==> config.mk <==
export PLATFORM = sky130hd
export DESIGN_NAME = turn_signal_sequencer
export DESIGN_NICKNAME = d
export VERILOG_FILES = /design/src/rtl/turn_signal_sequencer.sv
export SDC_FILE = /design/constraint.sdc
export NUM_CORES = 1
export LEC_CHECK = 0
export BUFFER_PORTS_ARGS = -buffer_cell sky130_fd_sc_hd__buf_4
export CAP_MARGIN = 30
export CORE_MARGIN = 3
export CORE_UTILIZATION = 63
export CTS_CLUSTER_SIZE = 24
export DETAILED_ROUTE_END_ITERATION = 10
export PLACE_DENSITY = 0.83
export SYNTH_ARGS = -nofsm -noshare
export SYNTH_HDL_FRONTEND = slang
export SYNTH_SLANG_ARGS = --single-unit
==> constraint.sdc <==
create_clock -name clk -period 3.7 [get_ports clk]
set_input_delay 0.185 -clock clk [delete_from_list [all_inputs] [get_ports clk]]
set_output_delay 0.185 -clock clk [all_outputs]
set_load 0.05 [all_outputs]
==> src/rtl/turn_signal_sequencer.sv <==
// -----------------------------------------------------------------------------
// turn_signal_sequencer
//
// Dashboard turn-signal controller. The formatted 2-bit button code is
// registered, debounced and edge-detected into press events. The events drive
// an OFF / LEFT / RIGHT / HAZARD mode machine. A blink timer then produces the
// lamp phase and counts lamp on-phases for the dash display.
//
// Parameters:
//   DEBOUNCE_CYCLES  consecutive stable cycles before a code is accepted (>= 2)
//   BLINK_HALF       clk cycles per lamp half-period (>= 2)
//
// Ports:
//   clk          system clock, rising edge
//   rst          synchronous, active-high reset
//   btn_code     button code: 0 none, 1 left, 2 right, 3 hazard
//   mode         current mode-machine state: 0 OFF, 1 LEFT, 2 RIGHT, 3 HAZARD
//   lamp_left    left indicator lamp drive
//   lamp_right   right indicator lamp drive
//   flash_count  lamp on-phases since the last mode change, saturating at 255
// -----------------------------------------------------------------------------
module turn_signal_sequencer #(
   parameter int DEBOUNCE_CYCLES = 16,
   parameter int BLINK_HALF      = 25000000
) (
   input  logic       clk,
   input  logic       rst,
   input  logic [1:0] btn_code,
   output logic [1:0] mode,
   output logic       lamp_left,
   output logic       lamp_right,
   output logic [7:0] flash_count
);

   localparam int CNT_W   = (DEBOUNCE_CYCLES > 1) ? $clog2(DEBOUNCE_CYCLES) : 1;
   localparam int BLINK_W = (BLINK_HALF > 1) ? $clog2(BLINK_HALF) : 1;

   localparam logic [CNT_W-1:0]   CNT_MAX   = CNT_W'(DEBOUNCE_CYCLES - 1);
   localparam logic [BLINK_W-1:0] BLINK_MAX = BLINK_W'(BLINK_HALF - 1);

   typedef enum logic [1:0] {
      ST_OFF    = 2'd0,
      ST_LEFT   = 2'd1,
      ST_RIGHT  = 2'd2,
      ST_HAZARD = 2'd3
   } mode_t;

   logic [1:0]         btn_q;
   logic [1:0]         cand;
   logic [CNT_W-1:0]   cnt;
   logic [1:0]         stable;
   logic [1:0]         stable_d;
   logic               press;

   mode_t              state;
   mode_t              state_next;

   logic [BLINK_W-1:0] blink_cnt;
   logic               phase;

   // Input register doubles as the synchroniser stage.
   always_ff @(posedge clk) begin
      if (rst) begin
         btn_q <= 2'd0;
      end else begin
         btn_q <= btn_code;
      end
   end

   // Debounce: cand tracks the latest sampled code; once it has been seen
   // unchanged for DEBOUNCE_CYCLES consecutive compares it is copied to stable.
   // cnt parks at its maximum so a long hold keeps re-loading the same value.
   always_ff @(posedge clk) begin
      if (rst) begin
         cand     <= 2'd0;
         cnt      <= '0;
         stable   <= 2'd0;
         stable_d <= 2'd0;
      end else begin
         stable_d <= stable;
         if (btn_q != cand) begin
            cand <= btn_q;
            cnt  <= '0;
         end else if (cnt == CNT_MAX) begin
            stable <= cand;
         end else begin
            cnt <= cnt + 1'b1;
         end
      end
   end

   // Press event: any change of the debounced code to a nonzero value.
   // Releases to 0 are deliberately not events.
   assign press = (stable != stable_d) && (stable != 2'd0);

   // Mode machine: state register.
   always_ff @(posedge clk) begin
      if (rst) begin
         state <= ST_OFF;
      end else begin
         state <= state_next;
      end
   end

   // Mode machine: next state. Left/right toggle their own mode and steal
   // from the opposite side; hazard overrides both and only hazard exits it.
   always_comb begin
      state_next = state;
      if (press) begin
         case (stable)
            2'd1: begin
               case (state)
                  ST_OFF:    state_next = ST_LEFT;
                  ST_LEFT:   state_next = ST_OFF;
                  ST_RIGHT:  state_next = ST_LEFT;
                  default:   state_next = ST_HAZARD;
               endcase
            end
            2'd2: begin
               case (state)
                  ST_OFF:    state_next = ST_RIGHT;
                  ST_RIGHT:  state_next = ST_OFF;
                  ST_LEFT:   state_next = ST_RIGHT;
                  default:   state_next = ST_HAZARD;
               endcase
            end
            2'd3: begin
               if (state == ST_HAZARD) begin
                  state_next = ST_OFF;
               end else begin
                  state_next = ST_HAZARD;
               end
            end
            default: state_next = state;
         endcase
      end
   end

   // Blink timer. A mode change restarts the timer lit, so the first flash
   // is a full half-period; this takes priority over a wrap on the same edge.
   // flash_count counts only the off->on toggles.
   always_ff @(posedge clk) begin
      if (rst) begin
         blink_cnt   <= '0;
         phase       <= 1'b0;
         flash_count <= 8'd0;
      end else if (state_next == ST_OFF) begin
         blink_cnt   <= '0;
         phase       <= 1'b0;
         flash_count <= 8'd0;
      end else if (state_next != state) begin
         blink_cnt   <= '0;
         phase       <= 1'b1;
         flash_count <= 8'd1;
      end else if (blink_cnt == BLINK_MAX) begin
         blink_cnt <= '0;
         phase     <= ~phase;
         if (!phase && (flash_count != 8'd255)) begin
            flash_count <= flash_count + 8'd1;
         end
      end else begin
         blink_cnt <= blink_cnt + 1'b1;
      end
   end

   // Mode output is the state register itself; lamps decode it with phase.
   assign mode       = state;
   assign lamp_left  = phase && ((state == ST_LEFT)  || (state == ST_HAZARD));
   assign lamp_right = phase && ((state == ST_RIGHT) || (state == ST_HAZARD));

endmodule

==> results.py <==
metrics = {
    "final_layout": {
        "finalNetCount": 273,
        "drive_above_1_share_pct": 12.0,
        "nFillCells": 260,
        "fin_area_sq_mm": 0.00239,
        "fin_cells": 310,
        "num_antenna_cells": 0,
        "area_growth_pct": 8.22,
    },
    "floorplan": {
        "fp.dieH_microns": 65.2,
        "coreArea_sq_mm": 0.00320,
        "start_util_pct": 68.9,
        "std_cell_rows": 20,
        "die_x_microns": 65.2,
        "die_area_sq_mm": 0.00425,
        "ioPinCount": 16,
    },
    "timing": {
        "setup_viol": 0,
        "tightest_slew_ps": 969,
        "period_needed_ps": 2140,
        "rsz0062_at_grt": "no",
        "fin_skew_ps": 6.18,
        "min_period_over_period_pct": 57.9,
        "slew_headroom_pct": 34.8,
        "setup_tns_ps": 0,
        "slew_violations": 0,
        "max_freq_mhz": 467,
        "final_hold_viol_count": 0,
    },
    "grt": {
        "gr-usage-all-layers_pct": 19.6,
        "grt_overflow": 0,
        "grt_max_degree": 26,
        "grt_pass1_vias": 1546,
        "grt_pass1_wl_mm": 6.69,
        "grt_antenna_before_repair": 0,
    },
    "setup_path": {
        "max_stage_delay_ps": 880,
        "required_ps": 3920,
        "endpoint_kind": "flop",
        "start_kind": "flop",
        "crit_top_cell": "nand4_1",
        "criticalPathCategory": "flop to flop",
        "crit_chain": "nand4_1 -> nor4_1 -> nand4_1 -> xor2_1 -> nor2_1",
        "crit_fanout": 7,
        "slowest_stage": "nor4_1",
        "worstPathArrival_ps": 2360,
    },
    "clock_tree": {
        "cts_hold_buf": 0,
        "clk_pin_slew_ps": 120,
        "numCtsBuffers": 5,
        "insertion_delay_ps": 350,
        "post_cts_buffers": 0,
        "cts_tree": "done",
        "root_buffer": "clkbuf_4",
        "cts_resized": 0,
        "htree_levels": 2,
        "clock-sinks": 48,
        "cts_buffer_depth": 2,
    },
    "placement": {
        "io_buffers": 15,
        "place_area_sq_mm": 0.00232,
        "place_inst": 303,
        "gp_congestion": 0.845,
        "dp_hpwl_mm": 2.67,
    },
    "power": {
        "powerDensity_mw_per_mm2": 334,
        "ir_drop_uv": 274,
        "p_leak_nw": 0.808,
        "switching_share_pct": 20.2,
        "comb_power_share_pct": 1.8,
        "p_int_mw": 0.636,
        "power_frac_seq_pct": 65.7,
        "power_switching_mw": 0.161,
        "clkPwrFrac_pct": 32.5,
    },
    "synth": {
        "yosysSeqAreaShare_pct": 43.5,
        "synth_area_leader_cell": "dfxtp_1",
        "synth_cell_type_count": 39,
        "netlist_area_sq_mm": 0.00221,
        "synth_area_leaders": "dfxtp_1, xor2_1, nor2_1",
        "synth_seq_cells": 48,
        "yosys_warnings": 0,
        "syn_area_per_cell_sq_um": 8.66,
        "synth_nets": 262,
        "synth_top_area_share_pct": 43.5,
        "synth_cells": 255,
    },
    "drt": {
        "routed_via_density": 5.61,
        "ant_nets": 0,
        "drc_errors": 0,
        "drt_iter0_markers": 122,
        "wl_per_cell_microns": 12.1,
        "dr.pass1.iters": 4,
        "vias": 1740,
        "routed_wl_mm": 3.76,
    },
    "outcome": {
        "outcome": "completed",
    },
    "flow_run": {
        "cap_violations": 0,
    },
    "hold_path": {
        "min_path_type": "primary input to flop",
    },
}
metrics by stage:
| stage | util (%) | power, mW | hold slack [ps] | worst slack [ps] |
|---|---|---|---|---|
| 6_report | 74.6 | 0.797 | 47.3 | 1560 |
| 5_1_grt | 74.6 | 0.829 | 31.1 | 1290 |
| 4_1_cts | 74.6 | 0.804 | 37.3 | 1550 |
| 3_5_place_dp | 72.5 | 0.550 | 404 | 1580 |
| 3_3_place_gp | 72.5 | 0.549 | 397 | 1600 |
| 2_1_floorplan | - | 0.544 | 313 | 1660 |
cell usage after synthesis:
cell and instances:
nor4_1 2, a211oi_1 1, o21ai_0 10, o31ai_1 2, ha_1 3, nand2_1 14
nor2b_1 9, or2_2 2, maj3_1 1, or4_4 1, nor3_1 6, clkbuf_1 8
nor2_1 36, buf_6 1, buf_2 2, and3_2 1, o21ba_2 1, nand4_1 7
a31oi_1 3, dfxtp_1 48, nor3b_1 3, and4_2 1, xor2_1 17, or4_1 2
and2_1 4, inv_1 5, o21bai_1 1, and3_4 1, mux2i_1 2, and4_1 2
a21oi_1 13, xnor2_1 12, nand3_1 20, or3_1 4, and3_1 5, o21a_1 1
nor4b_2 2, nand2b_1 1, nand3_4 1
registers in the layout, summed over array words and instances (netlist names):
name,count
stable,2
flash_count,8
blink_cnt,25
cnt,4
btn_q,2
stable_d,2
mode,2
phase,1
cand,2
worst max-delay path, delay by kind of cell, from the launching register on:
kind | cells | cell delay, ps
flops | 1 | 460
simple gates | 4 | 1380
xor+xnor | 1 | 170
cell families after synthesis:
group / count (synthesis) / synth area share (%)
compound gates: 32 / 8.22
xor+xnor: 29 / 11.5
fa+ha+maj: 4 / 2.15
buf+inv: 16 / 3.17
flops: 48 / 43.5
mux: 2 / 0.907
simple gates: 124 / 30.5
routing by layer:
layer,global-route usage [%],vias up,part of all wire [%]
met4,6.74,0,0.96
met3,4.62,6,3.6
met5,0,-,0
met1,25.5,791,50
met2,32.0,36,45
li1,-,907,-
worst paths after layout:
check / slack, ps / cells after the start / endpoint / from
worst min register to register: 480 / 2 / stable[0] / cand[0]
worst min-delay path: 50 / 2 / btn_q[1] / btn_code[1]
worst max-delay path: 1560 / 5 / blink_cnt[20] / blink_cnt[6]
worst max register to register: 1560 / 5 / blink_cnt[20] / blink_cnt[6]
cell usage in the layout (no fill, tap or decap), types with 2 or more instances in the layout:
cell / count
o21ai_0: 10
a21oi_1: 13
mux2i_1: 2
o31ai_1: 2
nor2b_1: 9
ha_1: 3
nor4_1: 2
nor4b_2: 2
buf_4: 15
nor2_1: 36
nand2_1: 14
xnor2_1: 12
and2_1: 4
or3_1: 4
nand4_1: 7
or4_1: 2
nor3_1: 6
clkbuf_4: 5
a31oi_1: 3
and4_1: 2
or2_2: 2
and3_1: 5
clkbuf_8: 2
xor2_1: 17
nand3_1: 20
nor3b_1: 3
inv_1: 5
dfxtp_1: 48
power groups by stage:
stage / clock (mW) / sequential (mW) / combinational [mW]
floorplan: 0 / 0.535 / 0.00994
global placement: 0 / 0.535 / 0.0138
detailed placement: 0 / 0.535 / 0.0144
CTS: 0.266 / 0.524 / 0.0144
global route: 0.288 / 0.525 / 0.0166
finish: 0.259 / 0.524 / 0.0143
layout make-up:
cell class	instances	area (sq um)	share of cell area (%)
repair buffers	15	113	4.71
multi-input cells	191	1180	49.2
well taps	44	55.1	2.30
clock buffers	7	65.1	2.72
flip-flops and latches	48	961	40.2
inverters	5	18.8	0.786
(Power assumes the default switching activity.)
